File: config.mk
export PLATFORM = sky130hd
export DESIGN_NAME = fft_butterfly_scheduler
export DESIGN_NICKNAME = d
export VERILOG_FILES = /design/src/rtl/fft_butterfly_scheduler_pkg.sv /design/src/rtl/fft_addr_gen.sv /design/src/rtl/fft_butterfly_scheduler.sv
export SDC_FILE = /design/constraint.sdc
export NUM_CORES = 2
export LEC_CHECK = 0
export BUFFER_PORTS_ARGS = -buffer_cell sky130_fd_sc_hd__buf_2
export CORE_MARGIN = 3
export CORE_UTILIZATION = 45
export DETAILED_ROUTE_END_ITERATION = 8
export GPL_ROUTABILITY_DRIVEN = 0
export PLACE_DENSITY = 0.6
export SLEW_MARGIN = 20
export SYNTH_ARGS = -nofsm -noshare
export SYNTH_HDL_FRONTEND = slang
export SYNTH_SLANG_ARGS = --single-unit
File: constraint.sdc
create_clock -name clk -period 7.1 [get_ports clk]
set_input_delay 0.355 -clock clk [delete_from_list [all_inputs] [get_ports clk]]
set_output_delay 0.355 -clock clk [all_outputs]
set_load 0.05 [all_outputs]
File: src/rtl/fft_butterfly_scheduler_pkg.sv
// rtl/fft_butterfly_scheduler_pkg.sv - shared sizes, FSM encoding and bit-reversal helper
package fft_butterfly_scheduler_pkg;
  localparam int N       = 16;
  localparam int LOG2N   = 4;
  localparam int DW      = 16;
  localparam int TIMEOUT = 64;

  typedef enum logic [2:0] {
    ST_IDLE,
    ST_LOAD,
    ST_ISSUE,
    ST_WAIT,
    ST_GAP,
    ST_UNLOAD
  } state_t;

  function automatic logic [LOG2N-1:0] bitrev(input logic [LOG2N-1:0] x);
    logic [LOG2N-1:0] r;
    for (int i = 0; i < LOG2N; i++) r[i] = x[LOG2N-1-i];
    return r;
  endfunction
endpackage

File: src/rtl/fft_addr_gen.sv
// rtl/fft_addr_gen.sv - radix-2 in-place operand addresses and twiddle index for (stage, butterfly)
module fft_addr_gen
  import fft_butterfly_scheduler_pkg::*;
#(
  parameter int AW = LOG2N
) (
  input  logic [2:0]    s,
  input  logic [AW-2:0] k,
  output logic [AW-1:0] a,
  output logic [AW-1:0] b,
  output logic [3:0]    tw
);
  logic [AW-1:0] half;
  logic [AW-1:0] j;
  logic [AW-1:0] grp;
  logic [AW-1:0] base;

  // Groups of 2*half entries; j walks inside a group, grp selects the group.
  always_comb begin
    half = AW'(1) << s;
    j    = {1'b0, k} & (half - AW'(1));
    grp  = {1'b0, k} >> s;
    base = (grp << (s + 3'd1)) | j;
    a    = base;
    b    = base | half;
    tw   = 4'(j << (3'(AW - 1) - s));
  end
endmodule

File: src/rtl/fft_butterfly_scheduler.sv
// rtl/fft_butterfly_scheduler.sv - in-place radix-2 DIT FFT controller driving one external butterfly
module fft_butterfly_scheduler
  import fft_butterfly_scheduler_pkg::*;
(
  input  logic          clk,
  input  logic          rst,
  input  logic          in_valid,
  output logic          in_ready,
  input  logic [DW-1:0] in_re,
  input  logic [DW-1:0] in_im,
  output logic          out_valid,
  input  logic          out_ready,
  output logic [DW-1:0] out_re,
  output logic [DW-1:0] out_im,
  output logic          out_last,
  output logic          busy,
  output logic          err,
  output logic [DW-1:0] bf_ra,
  output logic [DW-1:0] bf_ca,
  output logic [DW-1:0] bf_rb,
  output logic [DW-1:0] bf_cb,
  output logic [3:0]    bf_twiddle_num,
  output logic          bf_new_input_flag,
  input  logic [DW-1:0] bf_o_ra,
  input  logic [DW-1:0] bf_o_ca,
  input  logic [DW-1:0] bf_o_rb,
  input  logic [DW-1:0] bf_o_cb,
  input  logic          bf_ready_flag
);
  localparam int AW  = LOG2N;
  localparam int KW  = LOG2N - 1;
  localparam int TCW = $clog2(TIMEOUT);

  state_t         state;
  logic [AW-1:0]  n_cnt;
  logic [AW-1:0]  m_cnt;
  logic [AW-1:0]  m_next;
  logic [2:0]     s_cnt;
  logic [KW-1:0]  k_cnt;
  logic [TCW-1:0] w_cnt;
  logic [AW-1:0]  addr_a;
  logic [AW-1:0]  addr_b;
  logic [3:0]     tw;
  logic           load_we;
  logic           wb_we;
  logic           last_bf;

  logic [DW-1:0]  ram_re [N];
  logic [DW-1:0]  ram_im [N];

  fft_addr_gen #(.AW(AW)) u_addr_gen (
    .s  (s_cnt),
    .k  (k_cnt),
    .a  (addr_a),
    .b  (addr_b),
    .tw (tw)
  );

  assign load_we = (state == ST_LOAD) && in_valid && in_ready;
  assign wb_we   = (state == ST_WAIT) && bf_ready_flag;
  assign last_bf = (s_cnt == 3'(LOG2N - 1)) && (k_cnt == KW'(N/2 - 1));
  assign m_next  = m_cnt + AW'(1);

  // Samples land bit-reversed so the DIT passes can run in place and emit natural order.
  always_ff @(posedge clk) begin
    if (load_we) begin
      ram_re[bitrev(n_cnt)] <= in_re;
      ram_im[bitrev(n_cnt)] <= in_im;
    end
    if (wb_we) begin
      ram_re[addr_a] <= bf_o_ra;
      ram_im[addr_a] <= bf_o_ca;
      ram_re[addr_b] <= bf_o_rb;
      ram_im[addr_b] <= bf_o_cb;
    end
  end

  always_ff @(posedge clk or posedge rst) begin
    if (rst) begin
      state             <= ST_IDLE;
      n_cnt             <= '0;
      m_cnt             <= '0;
      s_cnt             <= '0;
      k_cnt             <= '0;
      w_cnt             <= '0;
      in_ready          <= 1'b0;
      out_valid         <= 1'b0;
      out_re            <= '0;
      out_im            <= '0;
      out_last          <= 1'b0;
      busy              <= 1'b0;
      err               <= 1'b0;
      bf_ra             <= '0;
      bf_ca             <= '0;
      bf_rb             <= '0;
      bf_cb             <= '0;
      bf_twiddle_num    <= '0;
      bf_new_input_flag <= 1'b0;
    end else begin
      case (state)
        ST_IDLE: begin
          state    <= ST_LOAD;
          in_ready <= 1'b1;
          busy     <= 1'b1;
          n_cnt    <= '0;
        end
        ST_LOAD: begin
          if (load_we) begin
            n_cnt <= n_cnt + AW'(1);
            if (n_cnt == AW'(N - 1)) begin
              in_ready <= 1'b0;
              s_cnt    <= '0;
              k_cnt    <= '0;
              state    <= ST_ISSUE;
            end
          end
        end
        ST_ISSUE: begin
          bf_ra             <= ram_re[addr_a];
          bf_ca             <= ram_im[addr_a];
          bf_rb             <= ram_re[addr_b];
          bf_cb             <= ram_im[addr_b];
          bf_twiddle_num    <= tw;
          bf_new_input_flag <= 1'b1;
          w_cnt             <= '0;
          state             <= ST_WAIT;
        end
        ST_WAIT: begin
          if (bf_ready_flag) begin
            bf_new_input_flag <= 1'b0;
            state             <= ST_GAP;
          end else if (w_cnt == TCW'(TIMEOUT - 1)) begin
            err               <= 1'b1;
            bf_new_input_flag <= 1'b0;
            busy              <= 1'b0;
            state             <= ST_IDLE;
          end else begin
            w_cnt <= w_cnt + TCW'(1);
          end
        end
        ST_GAP: begin
          if (last_bf) begin
            out_valid <= 1'b1;
            out_re    <= ram_re[0];
            out_im    <= ram_im[0];
            out_last  <= 1'b0;
            m_cnt     <= '0;
            s_cnt     <= '0;
            k_cnt     <= '0;
            state     <= ST_UNLOAD;
          end else begin
            if (k_cnt == KW'(N/2 - 1)) begin
              k_cnt <= '0;
              s_cnt <= s_cnt + 3'd1;
            end else begin
              k_cnt <= k_cnt + KW'(1);
            end
            state <= ST_ISSUE;
          end
        end
        ST_UNLOAD: begin
          if (out_ready) begin
            if (out_last) begin
              out_valid <= 1'b0;
              out_last  <= 1'b0;
              busy      <= 1'b0;
              state     <= ST_IDLE;
            end else begin
              m_cnt    <= m_next;
              out_re   <= ram_re[m_next];
              out_im   <= ram_im[m_next];
              out_last <= (m_next == AW'(N - 1));
            end
          end
        end
        default: state <= ST_IDLE;
      endcase
    end
  end
endmodule
==> impl_metrics.csv <==
group,metric,value,unit
timing,slew_viol_final,0,
setup_path,critPathKind,"reg2reg",
cts,cts_setup_buffers,0,
timing,setup-tns-final,0,ps
floorplan,fp.dieH,307,µm
global_routing,antenna_found_initial,5,
placed_design,port_buffers,206,
cells_and_area,area_growth,11.5,%
setup_path,cp-end-kind,"register",
floorplan,ios,207,
run,max_cap_viol_count,0,
setup_path,path_cells,"inv_1 -> ha_1 -> nor2b_1 -> inv_1 -> ha_1 -> nor2b_1 -> a221o_4 -> a21oi_4 -> buf_4 -> nor3_1 -> and2_2 -> o21bai_4 -> buf_4",
logic_synthesis,ys_ff_latch,641,
floorplan,initial_core_util,0.457,
logic_synthesis,synth.distinct_cells,56,
global_routing,grt_pass1_vias,30600,
logic_synthesis,synthTopCellsByCount,"nand2_1 (729), edfxtp_1 (512), mux2_2 (505)",
logic_synthesis,seq_area_frac_synth,0.456,
timing,setup_viol,0,
timing,relSlewSlack,0.245,
cts,numClockSinks,641,
route,wl_per_cell,30.7,µm
cts,hold_buffers,1,
cts,numCtsBuffers,75,
placed_design,placed_cell_area,42900,µm²
logic_synthesis,yosys_most_used_dff,"edfxtp_1",
route,drtPass1Iterations,6,
route,drtIter0Drc,3763,
route,vias,31300,
setup_path,path_delay_family,"simple AND/OR/NAND/NOR gates",
timing,tightest_slew,1130,ps
route,met3WireLength,15000,µm
logic_synthesis,synth_top_cell_by_area,"edfxtp_1",
timing,rsz0062_at_grt,"false",
cts,ctsResizeCount,0,
outcome,status,"finished clean",
logic_synthesis,synth_area_leaders,"edfxtp_1 (38%), mux2_2 (14%), mux2i_1 (10%)",
logic_synthesis,synth_cells,3545,
logic_synthesis,ys_async_sr_fraction,0.201,
global_routing,grt_max_degree,130,
logic_synthesis,avgSynthCellArea,11.5,µm²
setup_path,start_kind,"register",
logic_synthesis,yosysWarnings,0,
cts,cts.path.max_buffers,3,
setup_path,crit_fanout,38,
global_routing,grtUsageTotal,0.307,
timing,hold_viol,0,
route,wl_met2,66700,µm
route,wl,147000,µm
floorplan,rows,109,
floorplan,core-area,89200,µm²
pwr,p_per_area,484,nW/µm²
logic_synthesis,synth_edf_count,512,
pwr,p_leak,17.6,nW
cts,clk_pin_slew,60,ps
cts,root_buffer,"clkbuf_16",
min_path,hold_class,"in2reg",
cts,htree_levels,3,
logic_synthesis,syn-num-nets,3658,
cts,cts_tree,"yes",
setup_path,worstPathArrival,5720,ps
cts,clk_latency,660,ps
setup_path,cp_slowest_cell,"and2_2",
global_routing,grt_pass1_wl,214000,µm
pwr,p_total,22.0,mW
route,highest_layer,"met5",
timing,maxClockFrequency,185,MHz
global_routing,grt-ovfl-total,0,
floorplan,die_area,94300,µm²
timing,finClkSkew,31.2,ps
cells_and_area,layout-drive-gt1-share,0.311,
setup_path,required,7430,ps
logic_synthesis,synth_top_area_share,0.377,
cells_and_area,final_area,45500,µm²
placed_design,post-dp-hpwl,85400,µm
pwr,ir_drop,0.000638,V
logic_synthesis,yosysMostFrequentCell,"nand2_1",
route,postRouteAntennaNets,0,
timing,period_needed,5390,ps
route,drc,0,
logic_synthesis,syn-cell-area,40800,µm²
setup_path,crit_path_max_incr_delay,580,ps
route,via_per_inst,6.56,
timing,fin_crit_sh,0.760,
cells_and_area,final_net_count,3660,
route,wl_met1,59000,µm
floorplan,die_x,307,µm
setup_path,critPathBufInv,4,
power by group:
group	switching [mW]	internal [mW]	leakage, nW
sequential	0.514	4.90	6.15
combinational	8.17	4.38	10.2
clock	1.66	2.41	1.26
total	10.3	11.7	17.6
area by class of cell:
class	count	area (µm²)
inverter	8	35.0
timing repair buffer	278	1660
sequential	641	18600
antenna	2	5.00
tap	1165	1460
fill	7903	43700
clock buffer	109	2230
clock inverter	30	335
multi-input combinational	2543	21200
routing by layer:
metal	global-route usage	vias up
met1	0.422	15900
li1	-	13400
met4	0.125	4
met5	0	-
met3	0.0691	325
met2	0.474	1756
sequential cells by signal, summed over array words and instances, names as in the netlist:
| name | flops |
|---|---|
| s_cnt | 3 |
| m_cnt | 4 |
| state | 3 |
| bf_cb | 16 |
| bf_new_input_flag | 1 |
| out_im | 16 |
| out_re | 16 |
| ram_im | 256 |
| out_last | 1 |
| bf_twiddle_num | 4 |
| bf_ca | 16 |
| n_cnt | 4 |
| w_cnt | 6 |
| out_valid | 1 |
| busy | 1 |
| bf_ra | 16 |
| bf_rb | 16 |
| ram_re | 256 |
| k_cnt | 3 |
| err | 1 |
| in_ready | 1 |
worst reg2reg max path: stages, from the launching register on:
cell	delay, ps
dfrtp_1	550
inv_1	210
ha_1	170
nor2b_1	390
inv_1	160
ha_1	310
nor2b_1	400
a221o_4	540
a21oi_4	70
buf_4	330
nor3_1	530
and2_2	580
o21bai_4	450
buf_4	400
final timing paths:
path | startpoint | slack, ps | depth (start not counted) | end
setup / recovery | s_cnt[1]$_DFFE_PP0P_ | 1710 | 13 | ram_re[7][9]$_DFFE_PP_
hold / removal | out_ready | 140 | 3 | out_last$_DFFE_PP0P_
setup reg to reg | s_cnt[1]$_DFFE_PP0P_ | 1710 | 13 | ram_re[7][9]$_DFFE_PP_
hold reg to reg | err$_DFFE_PP0P_ | 460 | 1 | err$_DFFE_PP0P_
max in group asynchronous | rst | 5510 | 4 | bf_cb[12]$_DFFE_PP0P_
min in group asynchronous | rst | 310 | 3 | out_im[4]$_DFFE_PP0P_
logic make-up (layout without fill, tap and decap cells):
family / after synthesis / in the layout / synth area share
simple gates: 1161 / 1161 / 0.120
xor+xnor: 11 / 11 / 0.00236
flops: 641 / 641 / 0.456
mux: 1080 / 1080 / 0.330
fa+ha+maj: 12 / 12 / 0.00368
compound gates: 279 / 279 / 0.0514
buf+inv: 361 / 425 / 0.0367
other cells: 0 / 2 / 0
metrics by stage:
stage / std cells / util / setup WS (ps) / hold slack, ps
after floorplan: 3545 / - / 1820 / 469
after global placement: 4634 / 0.481 / 1860 / 441
after detailed placement: 4634 / 0.481 / 1870 / 451
after CTS: 4774 / 0.510 / 1820 / 96.7
after global routing: 4775 / 0.510 / 1540 / 148
final: 4776 / 0.510 / 1710 / 135
placed cells by master, fill, tap and decap left out, drive strengths merged, types with 4 or more instances in the layout:
cell type,instances
bufinv,6
a41oi,32
buf,277
dfrtp,129
and2,7
nor2,90
xor2,8
o21ai,61
nor3,17
edfxtp,512
nand4,5
nand2b,7
mux4,160
nor2b,7
nand2,729
inv,11
a21o,5
a21oi,8
a22o,4
mux2i,407
mux2,513
a311oi,14
ha,12
a32oi,98
o21bai,7
clkbuf,109
clkinv,18
nand3,287
a31oi,34
Note: power is estimated with default switching activity, not from simulation.
